--- src/rtl/rng_sample_unpacker.sv ---
// rng_sample_unpacker: slices 96-bit rng96 words into SAMPLE_W-bit samples,
// LSB slice first, with optional bound rejection and a small output FIFO.
//
// Ports:
//   clk          system clock, rising edge
//   rst          synchronous active-low reset
//   flush        rng96 loadseed strobe; drops word, slot state and FIFO
//   rand_in      96-bit random word
//   rand_valid   rand_in is fresh this cycle
//   bound        acceptance bound (0 = accept every slice)
//   sample_out   FIFO head (0 while empty)
//   sample_valid FIFO non-empty
//   sample_ready consumer takes sample_out this cycle
//   fifo_level   FIFO occupancy
//   reject_cnt   saturating rejected-slice count (0 without stats)
//   accept_cnt   wrapping push count (only with stats)
//
// Build option: define RNG_UNPACK_STATS_EN to enable the reject/accept
// counters. Without it reject_cnt is tied to 0 and no counter flops exist.

module rng_sample_unpacker #(
    parameter int SAMPLE_W   = 16,
    parameter int FIFO_DEPTH = 4
) (
    input  logic                        clk,
    input  logic                        rst,
    input  logic                        flush,
    input  logic [95:0]                 rand_in,
    input  logic                        rand_valid,
    input  logic [SAMPLE_W-1:0]         bound,
    output logic [SAMPLE_W-1:0]         sample_out,
    output logic                        sample_valid,
    input  logic                        sample_ready,
    output logic [$clog2(FIFO_DEPTH):0] fifo_level,
    output logic [15:0]                 reject_cnt
`ifdef RNG_UNPACK_STATS_EN
    ,
    output logic [31:0]                 accept_cnt
`endif
);

    localparam int SLOTS = 96 / SAMPLE_W;
    localparam int IDX_W = (SLOTS > 1) ? $clog2(SLOTS) : 1;
    localparam int PTR_W = (FIFO_DEPTH > 1) ? $clog2(FIFO_DEPTH) : 1;
    localparam int LVL_W = $clog2(FIFO_DEPTH) + 1;

    // Elaboration-time parameter sanity checks.
    if ((96 % SAMPLE_W) != 0) begin : g_bad_sample_w
        $error("SAMPLE_W must divide 96");
    end
    if ((FIFO_DEPTH < 2) || ((FIFO_DEPTH & (FIFO_DEPTH - 1)) != 0)) begin : g_bad_depth
        $error("FIFO_DEPTH must be a power of 2, minimum 2");
    end

    typedef enum logic {
        S_EMPTY,
        S_UNPACK
    } state_e;

    // ------------------------------------------------------------------
    // State
    // ------------------------------------------------------------------
    state_e             state_q, state_d;
    logic [95:0]        word_q, word_d;
    logic [IDX_W-1:0]   slot_idx_q, slot_idx_d;

    logic [SAMPLE_W-1:0] mem_q [FIFO_DEPTH];
    logic [SAMPLE_W-1:0] mem_d [FIFO_DEPTH];
    logic [PTR_W-1:0]    rd_ptr_q, rd_ptr_d;
    logic [PTR_W-1:0]    wr_ptr_q, wr_ptr_d;
    logic [LVL_W-1:0]    level_q, level_d;

    // ------------------------------------------------------------------
    // Slice selection
    // ------------------------------------------------------------------
    logic [SAMPLE_W-1:0] slots [SLOTS];
    logic [SAMPLE_W-1:0] slice;

    for (genvar k = 0; k < SLOTS; k++) begin : g_slot
        assign slots[k] = word_q[k*SAMPLE_W +: SAMPLE_W];
    end

    assign slice = slots[slot_idx_q];

    // ------------------------------------------------------------------
    // Per-cycle decisions
    // ------------------------------------------------------------------
    logic unpacking;
    logic accept_slice;
    logic pop;
    logic space;
    logic push;
    logic reject;
    logic consumed;
    logic last_slot;
    logic do_push;
    logic do_pop;

    always_comb begin
        unpacking    = (state_q == S_UNPACK);
        accept_slice = (bound == '0) || (slice < bound);
        pop          = (level_q != '0) && sample_ready;
        // A pop in the same cycle frees a slot even when full.
        space        = (level_q < LVL_W'(FIFO_DEPTH)) || pop;
        push         = unpacking && accept_slice && space;
        // Rejections never wait on FIFO space.
        reject       = unpacking && !accept_slice;
        consumed     = push || reject;
        last_slot    = (slot_idx_q == IDX_W'(SLOTS - 1));
        // Flush drops any push or pop that coincides with it.
        do_push      = push && !flush;
        do_pop       = pop && !flush;
    end

    // ------------------------------------------------------------------
    // Unpack FSM: next state
    // ------------------------------------------------------------------
    always_comb begin
        state_d    = state_q;
        word_d     = word_q;
        slot_idx_d = slot_idx_q;

        case (state_q)
            S_EMPTY: begin
                if (rand_valid) begin
                    word_d     = rand_in;
                    slot_idx_d = '0;
                    state_d    = S_UNPACK;
                end
            end
            S_UNPACK: begin
                if (consumed) begin
                    if (last_slot) begin
                        slot_idx_d = '0;
                        if (rand_valid) begin
                            // Chain straight into the next word.
                            word_d = rand_in;
                        end else begin
                            state_d = S_EMPTY;
                        end
                    end else begin
                        slot_idx_d = slot_idx_q + IDX_W'(1);
                    end
                end
            end
            default: begin
                state_d = S_EMPTY;
            end
        endcase

        if (flush) begin
            state_d    = S_EMPTY;
            slot_idx_d = '0;
            word_d     = '0;
        end
    end

    // ------------------------------------------------------------------
    // FIFO: next state
    // ------------------------------------------------------------------
    always_comb begin
        mem_d    = mem_q;
        rd_ptr_d = rd_ptr_q;
        wr_ptr_d = wr_ptr_q;
        level_d  = level_q;

        if (do_push) begin
            mem_d[wr_ptr_q] = slice;
            wr_ptr_d        = wr_ptr_q + PTR_W'(1);
        end
        if (do_pop) begin
            rd_ptr_d = rd_ptr_q + PTR_W'(1);
        end

        case ({do_push, do_pop})
            2'b10:   level_d = level_q + LVL_W'(1);
            2'b01:   level_d = level_q - LVL_W'(1);
            default: level_d = level_q;
        endcase

        if (flush) begin
            rd_ptr_d = '0;
            wr_ptr_d = '0;
            level_d  = '0;
        end
    end

    // ------------------------------------------------------------------
    // Registers
    // ------------------------------------------------------------------
    always_ff @(posedge clk) begin
        if (!rst) begin
            state_q    <= S_EMPTY;
            word_q     <= '0;
            slot_idx_q <= '0;
            mem_q      <= '{default: '0};
            rd_ptr_q   <= '0;
            wr_ptr_q   <= '0;
            level_q    <= '0;
        end else begin
            state_q    <= state_d;
            word_q     <= word_d;
            slot_idx_q <= slot_idx_d;
            mem_q      <= mem_d;
            rd_ptr_q   <= rd_ptr_d;
            wr_ptr_q   <= wr_ptr_d;
            level_q    <= level_d;
        end
    end

    // ------------------------------------------------------------------
    // Outputs
    // ------------------------------------------------------------------
    assign sample_valid = (level_q != '0);
    // Gate the head so stale storage never shows while empty.
    assign sample_out   = sample_valid ? mem_q[rd_ptr_q] : '0;
    assign fifo_level   = level_q;

    // ------------------------------------------------------------------
    // Statistics
    // ------------------------------------------------------------------
`ifdef RNG_UNPACK_STATS_EN
    logic [15:0] reject_cnt_q, reject_cnt_d;
    logic [31:0] accept_cnt_q, accept_cnt_d;

    always_comb begin
        reject_cnt_d = reject_cnt_q;
        accept_cnt_d = accept_cnt_q;
        // A slice evaluated in a flush cycle is discarded, not counted.
        if (reject && !flush && (reject_cnt_q != 16'hFFFF)) begin
            reject_cnt_d = reject_cnt_q + 16'd1;
        end
        if (do_push) begin
            accept_cnt_d = accept_cnt_q + 32'd1;
        end
    end

    always_ff @(posedge clk) begin
        if (!rst) begin
            reject_cnt_q <= '0;
            accept_cnt_q <= '0;
        end else begin
            reject_cnt_q <= reject_cnt_d;
            accept_cnt_q <= accept_cnt_d;
        end
    end

    assign reject_cnt = reject_cnt_q;
    assign accept_cnt = accept_cnt_q;
`else
    assign reject_cnt = '0;
`endif

endmodule

--- config.mk ---
export PLATFORM = sky130hd
export DESIGN_NAME = rng_sample_unpacker
export DESIGN_NICKNAME = d
export VERILOG_FILES = /design/src/rtl/rng_sample_unpacker.sv
export SDC_FILE = /design/constraint.sdc
export NUM_CORES = 1
export LEC_CHECK = 0
export CORE_MARGIN = 2
export CORE_UTILIZATION = 53
export DETAILED_ROUTE_END_ITERATION = 8
export PLACE_DENSITY = 0.86
export SYNTH_ARGS = -nofsm -noshare
export SYNTH_HDL_FRONTEND = slang
export SYNTH_SLANG_ARGS = --single-unit
export TNS_END_PERCENT = 50
--- constraint.sdc ---
create_clock -name clk -period 5.11 [get_ports clk]
set_input_delay 0.7665 -clock clk [delete_from_list [all_inputs] [get_ports clk]]
set_output_delay 0.7665 -clock clk [all_outputs]
set_load 0.01 [all_outputs]
# Yosys cells after proc, flatten, opt, wreduce, memory -nomap -nowiden
# Index checks and enable logic that the tools add are counted.
[word_totals]
wordCells = 73
inputBits = 117
reg_bits = 171
[op_classes]
bitwise = 5
reduce_logical = 18
muxes = 23
n_lt_le_gt_ge = 6
addsub = 5
n_eq_ne = 6
[ops]
columns = ["cell", "count"]
rows = [
  ["$mux W96", 3],
  ["$pmux W96 S2", 1],
  ["$mux W16", 6],
  ["$bwmux W64", 1],
  ["$bmux W16 S3", 1],
  ["$bmux W16 S2", 1],
  ["$demux W16 S2", 1],
  ["$logic_not A16 Y1", 1],
  ["$lt A16 B16 Y1", 1],
  ["$pmux W3 S2", 2],
  ["$mux W3", 3],
  ["$logic_and A1 B1 Y1", 7],
  ["$add A3 B1 Y3 const B", 2],
  ["$ge A3 B3 Y1 const B", 2],
  ["$not A2 Y3", 2],
  ["$add A2 B1 Y2 const B", 2],
  ["$ge A4 B4 Y1 const B", 1],
  ["$ne A2 B1 Y1 const B", 2],
  ["$not A3 Y4", 1],
  ["$reduce_and A2 Y1", 2],
  ["$eq A3 B3 Y1 const B", 1],
  ["$logic_or A1 B1 Y1", 3],
  ["$lt A3 B1 Y1 const B", 1],
  ["$lt A3 B3 Y1 const B", 1],
  ["11 further kinds", 15],
]

# Depth between registers and ports, before layout
# Gate-level depths: netlist of run 1.
[logic_depth]
ltp_word = 11
ltp_mapped = 17
mapped_depth_nobuf = 15

# Least setup slack after synthesis of run 1
# OpenSTA, ideal clock, no wires.
[synth_path]
kind = "register to register"
from = "register slot_idx_q[0]"
to = "register level_q[2] (netlist: fifo_level[2])"
period_less_slack_ps = 4205
slack_ps = 905
t_required_ps = 5040
path_stages_with_launch = 18
t_arrival_ps = 4135
setup_ps = 70
cell_sequence = "dfxtp_1 > buf_2 > buf_2 > buf_1 > mux2i_1 > o22ai_1 > ha_1 > and4_1 > nand4_1 > a2111o_2 > a31oi_2 > or3_1 > ha_1 > inv_1 > fa_1 > xor2_1 > or3_1 > a21oi_1"
[synth_via]
elab_chain_cells = 11
[synth_rtl]
columns = ["item", "line_no", "source"]
rows = [
  ["start: declaration", "65", "logic [IDX_W-1:0] slot_idx_q, slot_idx_d;"],
  ["start signal: assignment", "203", "slot_idx_q <= slot_idx_d;"],
  ["$not A3 Y4 (implied by the code) (*)", "83", "assign slice = slots[slot_idx_q];"],
  ["$bmux W16 S3 (*)", "83", ""],
  ["$mux W16 (implied by the code) (*) (2 in a row)", "83", ""],
  ["via slice[5]", "77", "logic [SAMPLE_W-1:0] slice;"],
  ["$lt A16 B16 Y1 (*)", "101", "accept_slice = (bound == '0) || (slice < bound);"],
  ["$logic_or A1 B1 Y1 (*)", "101", ""],
  ["$logic_and A1 B1 Y1 (*) (2 in a row)", "105", "push = unpacking && accept_slice && space;"],
  ["$logic_and A1 B1 Y1 (*)", "111", "do_push = push && !flush;"],
  ["$eq A2 B1 Y1 or $eq A2 B2 Y1 (tied branches)", "175", "case ({do_push, do_pop})"],
  ["$pmux W3 S2 or $reduce_bool A2 Y1 (tied branches)", "n/a", ""],
  ["end signal: assignment", "207", "level_q <= level_d;"],
  ["end: declaration", "71", "logic [LVL_W-1:0] level_q, level_d;"],
]
# The timed path passes the listed nets; every way through them passes the cells marked *. The select of a mux whose other input is x is not followed.
# A chain may end at the register's enable or synchronous reset.

# Final worst setup path of run 1
# Same ends and word-level chain as after synthesis.

==> results of run 1 <==
[worst max-delay path: cells and delay by family, from the launching register on]
kind	cells	cell delay (ns)
AO/OA/AOI/OAI	4	1.11
XOR/XNOR	1	0.07
adder cells (fa/ha/maj)	3	0.74
buffers and inverters	3	0.46
flip-flops	1	0.73
multiplexers	1	0.53
AND/OR/NAND/NOR	3	0.88
[worst paths after layout]
kind                 startpoint             to  slack, ns
setup / recovery  slot_idx_q[0]  fifo_level[2]       0.50
hold / removal        word_q[9]      word_q[9]       0.46
setup reg to reg  slot_idx_q[0]  fifo_level[2]       0.50
hold reg to reg       word_q[9]      word_q[9]       0.46
[per-layer routing]
layer,vias up,part of all wire [%]
met2,286,49
met1,3222,43
li1,3263,-
met5,-,0
met3,44,6.6
met4,0,2.3
[cells by family after synthesis]
kind of cell	count (synthesis)	share of synthesized area (%)
XOR/XNOR	4	0.410
multiplexers	211	29.3
buffers and inverters	120	6.84
AND/OR/NAND/NOR	344	16.7
AO/OA/AOI/OAI	43	3.47
flip-flops	171	40.1
other	1	0.0439
adder cells (fa/ha/maj)	21	3.16
[cell type report]
type,instances,area [sq um],area share [%]
Clock buffer,21,480,4.53
Clock inverter,11,158,1.49
Inverter,39,146,1.38
Multi-Input combinational cell,639,4630,43.6
Sequential cell,171,3420,32.3
Tap cell,216,270,2.55
Timing Repair Buffer,151,1510,14.2
[flip-flops by register name (all words and copies together), names as in the netlist]
signal and cells:
fifo_level 3, mem_q 64, rd_ptr_q 2, slot_idx_q 3
word_q 96, state_q 1, wr_ptr_q 2
[through the flow]
step	setup WS [ns]	hold slack, ns	util, %	instance area [sq um]
final	0.496	0.456	67.1	10600
after global routing	0.210	0.475	67.1	10600
after CTS	0.581	0.458	67.1	10600
after detailed placement	0.613	0.447	63.0	9970
after global placement	0.751	0.439	63.0	9970
after floorplan	0.905	0.431	-	8600
[layout by cell type, fill, tap and decap left out, types with 17 or more instances in the layout]
master / count
inv_1: 39
nor2b_1: 19
nand2_1: 284
mux4_2: 31
ha_1: 20
clkbuf_16: 17
mux2i_1: 177
clkdlybuf4s50_1: 135
dfxtp_1: 170
[power by group]
part           switching (W)  internal, W  total, W  leakage (nW)
Combinational       0.000140     0.000152  0.000292          2.20
Clock               0.000544     0.000828   0.00137         0.307
Sequential         0.0000208      0.00136   0.00138          1.39
Total               0.000705      0.00234   0.00304          3.89
==> impl_metrics.json, run 1 <==
{
  "gr-usage-all-layers_pct": 25.4,
  "cp_slowest_cell": "dfxtp_2",
  "crit_required_ns": 5.46,
  "place_inst": 1216,
  "rsz0062_at_grt": "no",
  "ys_warn_count": 0,
  "relSlewSlack_pct": 23.0,
  "clockBufferDepth": 2,
  "ys_seq_area_share_pct": 40.1,
  "grt_pass1_vias": 6610,
  "power_w": 0.00304,
  "synth_top_area_share_pct": 40.1,
  "final_nets": 1157,
  "htreeDepth": 4,
  "coreArea_sq_um": 15800,
  "dieArea_sq_um": 17100,
  "ys_types": 44,
  "synth-seq-cells": 171,
  "die_h_um": 131,
  "drcViolationCount": 0,
  "final_max_slew_viol_count": 0,
  "chipWidth_um": 131,
  "final_cell_count_no_fill": 1248,
  "grt_util_met1_pct": 32.4,
  "p_per_area_nw_per_um2": 287,
  "worst_pin_slew_ns": 1.15,
  "via_per_inst": 5.46,
  "use_met2_pct": 43.1,
  "vias": 6815,
  "avgSynthCellArea_sq_um": 9.34,
  "tns_ns": 0,
  "critPathLaunchType": "flip-flop",
  "wl_per_cell_um": 16.9,
  "portBuffers": 136,
  "grtUsageMet3_pct": 5.66,
  "clock_skew_ns": 0.00923,
  "synth.cell_area_sq_um": 8540,
  "r2r_cells": 15,
  "clk_latency_ns": 0.44,
  "postCtsHoldBufs": 0,
  "area_delta_synth_final_pct": 24.2,
  "crit_path_end_kind": "flip-flop",
  "synth_edf_count": 0,
  "final_hold_viol_count": 0,
  "routabilityCongestion": 0.904,
  "min_path_cells": 2,
  "cts_buffers": 17,
  "antennaDiodeCount": 0,
  "synthTopCellsByCount": "284 x nand2_1, 177 x mux2i_1, 171 x dfxtp_1",
  "grt_antenna_before_repair": 0,
  "firstDrtPassIters": 5,
  "fp-row-count": 46,
  "vdd_drop_max_mv": 0.263,
  "grt-ovfl-total": 0,
  "clk_pin_slew_ns": 0.07,
  "yosysTopAreaCell": "dfxtp_1",
  "critPathArrivalTime_ns": 4.97,
  "timing.fmax_mhz": 217,
  "crit_fanout": 21,
  "timing.final.crit_period_ns": 4.61,
  "ys.flop_type": "dfxtp_1",
  "grt_max_degree": 82,
  "grt_pass1_wl_mm": 33.4,
  "crit_path_max_incr_delay_ns": 0.73,
  "cts.repair.resized": 0,
  "pin_count": 153,
  "wl_mm": 21.1,
  "fillers": 1197,
  "drv_cap": 0,
  "busiest_layer": "met2",
  "outcome": "complete, no violations",
  "layout-drive-gt1-share_pct": 8.62,
  "synthArstFlopShare_pct": 0,
  "synthCells": 915,
  "crit_type": "reg -> reg",
  "crit_chain": "buf_4 -> mux4_2 -> inv_1 -> o22ai_1 -> ha_1 -> and4_1 -> a221oi_1 -> a31oi_2 -> or3_1 -> ha_1 -> inv_1 -> fa_1 -> xor2_1 -> or3_1 -> a21oi_1",
  "cts_tree": "done",
  "p_leak_nw": 3.89,
  "setup_viol": 0,
  "cts.sinks": 171,
  "netlist_top_cells_area": "dfxtp_1 40%, mux2i_1 21%, nand2_1 12%",
  "hp-class": "reg -> reg",
  "antenna_left": 0,
  "yosysMostFrequentCell": "nand2_1",
  "cts_root_buf": "clkbuf_16",
  "drt-initial-drc-count": 661,
  "initial_core_util_pct": 54.0,
  "dp_hpwl_mm": 15.0,
  "fin_crit_sh_pct": 90.3,
  "post-cts-setup-buffer-count": 0
}
(Power assumes the default switching activity.)
==> inputs of run 2 (changes only) <==
- CTS_CLUSTER_SIZE: default -> 8
==> results of run 2 <==
Final layout, timing and power as in run 1 (identical DEF).
